--- config.mk ---
export PLATFORM = sky130hd
export DESIGN_NAME = onehot_seq_decoder
export DESIGN_NICKNAME = d
export VERILOG_FILES = /design/src/rtl/onehot_seq_decoder.sv
export SDC_FILE = /design/constraint.sdc
export NUM_CORES = 1
export LEC_CHECK = 0
export ABC_AREA = 0
export BUFFER_PORTS_ARGS = -buffer_cell sky130_fd_sc_hd__buf_2
export CAP_MARGIN = 20
export CORE_AREA = 2 2 39 41
export CTS_BUF_LIST = sky130_fd_sc_hd__clkbuf_2 sky130_fd_sc_hd__clkbuf_4 sky130_fd_sc_hd__clkbuf_8
export DETAILED_ROUTE_END_ITERATION = 10
export DIE_AREA = 0 0 41 43
export HOLD_SLACK_MARGIN = 0.08
export PLACE_DENSITY = 0.77
export SLEW_MARGIN = 25
export SYNTH_ARGS = -nofsm -noshare
export SYNTH_HDL_FRONTEND = slang
export SYNTH_SLANG_ARGS = --single-unit
--- constraint.sdc ---
create_clock -name clk -period 4.75 [get_ports clk]
set_input_delay 0.2375 -clock clk [delete_from_list [all_inputs] [get_ports clk]]
set_output_delay 0.2375 -clock clk [all_outputs]
set_load 0.03 [all_outputs]
--- src/rtl/onehot_seq_decoder.sv ---
// Registered one-hot decoder with an up/down stepping sequencer (wrap or saturate).
// Optional range checking of loaded indices is enabled by defining ONEHOT_RANGE_CHK_EN.
module onehot_seq_decoder #(
    parameter int OUT_W     = 8,
    parameter int SEL_W     = 3,
    parameter bit AUTO_WRAP = 1'b1
) (
    input  logic             clk,
    input  logic             rst_n,
    input  logic             clr,
    input  logic             load,
    input  logic [SEL_W-1:0] sel,
    input  logic             step,
    input  logic             dir,
    output logic [OUT_W-1:0] onehot,
    output logic [SEL_W-1:0] idx,
    output logic             valid,
    output logic             wrap,
    output logic             err
);

    typedef enum logic {
        IDLE   = 1'b0,
        ACTIVE = 1'b1
    } state_t;

    // Index arithmetic is one bit wider so OUT_W = 2**SEL_W is still representable.
    localparam logic [SEL_W:0] OUT_W_X = (SEL_W + 1)'(OUT_W);
    localparam logic [SEL_W:0] LAST_X  = (SEL_W + 1)'(OUT_W - 1);

    state_t state;

    logic             sel_ok;
    logic             at_top;
    logic             at_bottom;
    logic [SEL_W-1:0] step_idx;
    logic             step_edge;

    function automatic logic [OUT_W-1:0] decode(input logic [SEL_W-1:0] i);
        return OUT_W'(1) << i;
    endfunction

    assign sel_ok    = {1'b0, sel} < OUT_W_X;
    assign at_top    = {1'b0, idx} == LAST_X;
    assign at_bottom = idx == '0;

    always_comb begin
        step_idx  = idx;
        step_edge = 1'b0;
        if (!dir) begin
            if (at_top) begin
                step_edge = 1'b1;
                step_idx  = AUTO_WRAP ? '0 : idx;
            end else begin
                step_idx = idx + 1'b1;
            end
        end else begin
            if (at_bottom) begin
                step_edge = 1'b1;
                step_idx  = AUTO_WRAP ? LAST_X[SEL_W-1:0] : idx;
            end else begin
                step_idx = idx - 1'b1;
            end
        end
    end

    // NOTE: state and every output live in one non-blocking always_ff so all outputs
    // update together on the edge; the async reset branch clears them without a clock.
    always_ff @(posedge clk or negedge rst_n) begin
        if (!rst_n) begin
            state  <= IDLE;
            onehot <= '0;
            idx    <= '0;
            valid  <= 1'b0;
            wrap   <= 1'b0;
            err    <= 1'b0;
        end else begin
            wrap <= 1'b0;
            if (clr) begin
                state  <= IDLE;
                onehot <= '0;
                idx    <= '0;
                valid  <= 1'b0;
                err    <= 1'b0;
            end else if (load) begin
                if (sel_ok) begin
                    state  <= ACTIVE;
                    onehot <= decode(sel);
                    idx    <= sel;
                    valid  <= 1'b1;
                end else begin
`ifdef ONEHOT_RANGE_CHK_EN
                    err <= 1'b1;
`else
                    state  <= IDLE;
                    onehot <= '0;
                    idx    <= '0;
                    valid  <= 1'b0;
`endif
                end
            end else if (step && state == ACTIVE) begin
                idx    <= step_idx;
                onehot <= decode(step_idx);
                wrap   <= step_edge;
            end
        end
    end

    a_valid_onehot: assert property (@(posedge clk) disable iff (!rst_n)
        valid |-> ($onehot(onehot) && onehot[idx]));

    a_idle_zero: assert property (@(posedge clk) disable iff (!rst_n)
        !valid |-> (onehot == '0));

endmodule

# Yosys cells after proc, flatten, opt, wreduce, memory -nomap -nowiden
# Index checks and enable logic that the tools add are counted.
totals:
  ff_bits: 13
  input_bits: 9
  output_inout_bits: 14
classes:
  n_addsub: 2
  n_eq_ne: 1
  shifts: 2
  mux: 17
  n_reduce_logical: 4
op_table:
  columns: ["cell", "count"]
  rows:
  - ["$mux W8", 3]
  - ["$mux W3", 6]
  - ["$shl A1 B3 Y8 const A", 2]
  - ["$mux W1", 8]
  - ["$add A3 B1 Y3 const B", 1]
  - ["$eq A3 B3 Y1 const B", 1]
  - ["$logic_not A3 Y1", 1]
  - ["$reduce_bool A3 Y1", 1]
  - ["$sub A3 B1 Y3 const B", 1]
  - ["$reduce_bool A2 Y1", 1]
  - ["$logic_and A1 B1 Y1", 1]

# Longest topological paths before layout
logic_depth:
  ltp_word: 7
  depth_mapped: 6
  depth_no_buf: 6

# Worst setup path after synthesis
# OpenSTA, ideal clock, no wires.
synth_path:
  path_type: "register to register"
  startpoint: "register idx[0]"
  endpoint: "register onehot[4]"
  setup_ps: 122
  t_arrival_ps: 1740
  t_required_ps: 4628
  slack_ps: 2889
  path_stages_with_launch: 7
  n_path_buf: 0
  synth_period_minus_slack_ps: 1861
  path_cell_list: "dfrtp_1 inv_1 ha_1 or3_1 a31oi_1 o21ai_1 a32o_1"
synth_via:
  elab_chain_cells: 7
synth_lines:
  columns: ["item", "line", "source"]
  rows:
  - ["from (decl)", "16", "output logic [SEL_W-1:0] idx,"]
  - ["from (signal assigned)", "89", "idx <= sel;"]
  - ["from (signal assigned)", "102", "idx <= step_idx;"]
  - ["$add A3 B1 Y3, or another cell as far along", "55", "step_idx = idx + 1'b1;"]
  - ["$mux W3 (on tied branches)", "51, 58", null]
  - ["$mux W3 *", "50", "if (!dir) begin"]
  - ["$shl A1 B3 Y8 *", "40", "return OUT_W'(1) << i;"]
  - ["$mux W8 *", "101", "end else if (step && state == ACTIVE) begin"]
  - ["$mux W8 *", "85", "end else if (load) begin"]
  - ["$mux W8 *", "79", "if (clr) begin"]
  - ["to (signal assigned)", "88", "onehot <= decode(sel);"]
  - ["to (signal assigned)", "103", "onehot <= decode(step_idx);"]
  - ["to (decl)", "15", "output logic [OUT_W-1:0] onehot,"]
# Mark *: on every way between the ends. The rest lies on a longest branch, timed or not. The select of a mux whose other input is x is not followed.
# A chain may end at the register's enable or synchronous reset.

# Worst setup path after layout
layout_path:
  startpoint: "register idx[0]"
  endpoint: "register onehot[6]"
# Same word-level chain as after synthesis.

==> flow_summary.json <==
{
  "die_area_um2": 1760,
  "dr.pass1.iters": 3,
  "synth_xor_area_share_pct": 0,
  "tightest_slew_ns": 0.722,
  "syn_to_final_growth_pct": 22.9,
  "fin_cells": 100,
  "antenna_found_initial": 0,
  "ant_nets": 0,
  "rsz0062_at_grt": "false",
  "hold_ws_ns": 0.202,
  "root_buffer": "clkbuf_4",
  "grt_pass1_vias": 580,
  "num_antenna_cells": 0,
  "synthSimpleGateAreaFrac_pct": 12.1,
  "start_util_pct": 48.6,
  "hold_viol": 0,
  "drt-total-wl_um": 1430,
  "cts_buffers": 3,
  "synth_area_per_cell_um2": 11.0,
  "ys_seq_area_share_pct": 48.4,
  "cts_resized": 0,
  "dp_hpwl_um": 1120,
  "wire_per_inst_um": 14.3,
  "cts_max_path_buffers": 2,
  "hp-class": "in2reg",
  "ios": 23,
  "finalSetupViolCount": 0,
  "path_class": "reg2reg",
  "cts_tree": "built",
  "syn_nets": 74,
  "slowest_stage": "dfrtp_1",
  "grtUsageTotal_pct": 19.9,
  "path_max_fanout": 5,
  "end_kind": "flop",
  "chipHeight_um": 43,
  "p_leak_nw": 0.435,
  "relSlewSlack_pct": 51.8,
  "num_rows": 14,
  "async_flop_share_pct": 100,
  "drcViolationCount": 0,
  "cap_violations": 0,
  "synthAdderAreaFrac_pct": 7.45,
  "cp_slowest_stage_delay_ns": 0.41,
  "setup_tns_ns": 0,
  "clock.fmax_mhz": 530,
  "core_um2": 1380,
  "ir_drop_v": 0.000208,
  "ys.flop_type": "dfrtp_1",
  "clk_latency_ns": 0.27,
  "p_per_area_nw_per_um2": 312,
  "synth_top_family_by_area": "compound AO/OA/AOI/OAI gates",
  "final_core_util_pct": 59.7,
  "grt_first_pass_wirelength_um": 2440,
  "synth_warnings": 0,
  "critPathArrivalTime_ns": 2.04,
  "clock-sinks": 13,
  "worstSetupStartpointType": "flop",
  "clkTransAtPathRegs_ns": 0.08,
  "vias": 568,
  "period_share_pct": 39.7,
  "status": "finished clean",
  "ys_ff_latch": 13,
  "overflow": 0,
  "grt_max_degree": 14,
  "drtIter0Drc": 9,
  "finClkSkew_ns": 0.00532,
  "drive_above_1_share_pct": 32.1,
  "die_w_um": 41,
  "syn_inst": 61,
  "drv_slew": 0,
  "synth_cell_types": 27,
  "synthMuxAreaShare_pct": 3.17,
  "nets": 98,
  "fin_crit_ns": 1.89,
  "syn_area_um2": 672,
  "synth_compound_area_share_pct": 24.8,
  "synth_edf_count": 0,
  "dp_cells": 95,
  "gp_congestion": 0.760,
  "cts.htree.levels": 1,
  "required_ns": 4.90,
  "portBuffers": 21,
  "cp_cell_sequence": "inv_1 > ha_1 > or3_1 > a31oi_1 > o21ai_1 > a32o_1",
  "vias_per_cell": 5.68
}
per-stage QoR:
step	total power [mW]	setup slack (ns)	area, um2
2_1_floorplan	0.167	2.89	672
3_3_place_gp	0.185	2.91	781
3_5_place_dp	0.188	2.89	786
4_1_cts	0.261	2.86	826
5_1_grt	0.273	2.74	826
6_report	0.257	2.86	826
worst max-delay path: cells and delay by family (launching register included):
| kind | cells | cell delay, ns |
|---|---|---|
| flip-flops | 1 | 0.41 |
| AND/OR/NAND/NOR | 1 | 0.34 |
| AO/OA/AOI/OAI | 3 | 0.72 |
| buffers and inverters | 1 | 0.09 |
| adder cells (fa/ha/maj) | 1 | 0.21 |
cell usage after synthesis, types with 2 or more instances:
cell	count	area share, %
nand2_1	4	2.2
a32o_1	8	12
inv_1	2	1.1
ha_1	4	7.4
a22o_1	3	3.9
nor2b_1	3	2.8
dfrtp_1	13	48
o21ai_1	2	1.5
nor2_1	4	2.2
cell usage in the layout (no fill, tap or decap), types with 3 or more instances in the layout:
| cell type | netlist | routed |
|---|---|---|
| buf_2 | 1 | 21 |
| a32o_1 | 8 | 8 |
| nor2_1 | 4 | 4 |
| nor2b_1 | 3 | 3 |
| nand2_1 | 4 | 4 |
| a22o_1 | 3 | 3 |
| dfrtp_1 | 13 | 13 |
| clkbuf_4 | 0 | 4 |
| ha_1 | 4 | 4 |
layer usage:
layer | GRT usage [%] | part of all wire (%) | vias up
met5 | 0 | 0 | -
met4 | 6.00 | 0.35 | 0
met3 | 1.57 | 3.1 | 2
met2 | 35.3 | 53 | 10
met1 | 24.0 | 43 | 277
li1 | - | - | 279
path summary, 6_finish.rpt:
check / startpoint / to / slack (ns) / depth (start not counted)
worst min register to register: onehot[2] / onehot[2] / 0.50 / 1
worst min-delay path: clr / state / 0.20 / 2
worst max register to register: idx[0] / onehot[6] / 2.86 / 6
worst max-delay path: idx[0] / onehot[6] / 2.86 / 6
max in group asynchronous: rst_n / onehot[7] / 4.15 / 2
min in group asynchronous: rst_n / onehot[2] / 0.37 / 2
power breakdown:
group / switching, mW / internal, mW
combinational: 0.0420 / 0.0231
clock: 0.0325 / 0.0382
sequential: 0.00527 / 0.116
total: 0.0798 / 0.178
sequential cells by signal, summed over array words and instances, names as in the netlist:
| name | flops |
|---|---|
| onehot | 8 |
| wrap | 1 |
| state | 1 |
| idx | 3 |
area by class of cell:
type                            instances  area, um2
Sequential cell                        13        325
Tap cell                               16       20.0
Multi-Input combinational cell         43        328
Inverter                                2       7.51
Fill cell                             130        558
Clock buffer                            4       30.0
Timing Repair Buffer                   22        115
cells by family after synthesis:
| kind of cell | count (synthesis) |
|---|---|
| mux | 2 |
| compound gates | 20 |
| simple gates | 16 |
| buf+inv | 5 |
| flops | 13 |
| fa+ha+maj | 4 |
| other cells | 1 |
what timing repair did:
item	4_1_cts	5_1_grt
buffers inserted	0	0
hold endpoints to repair	13	0
hold buffers	1	0
No activity file was read; power rests on OpenSTA's default activity.
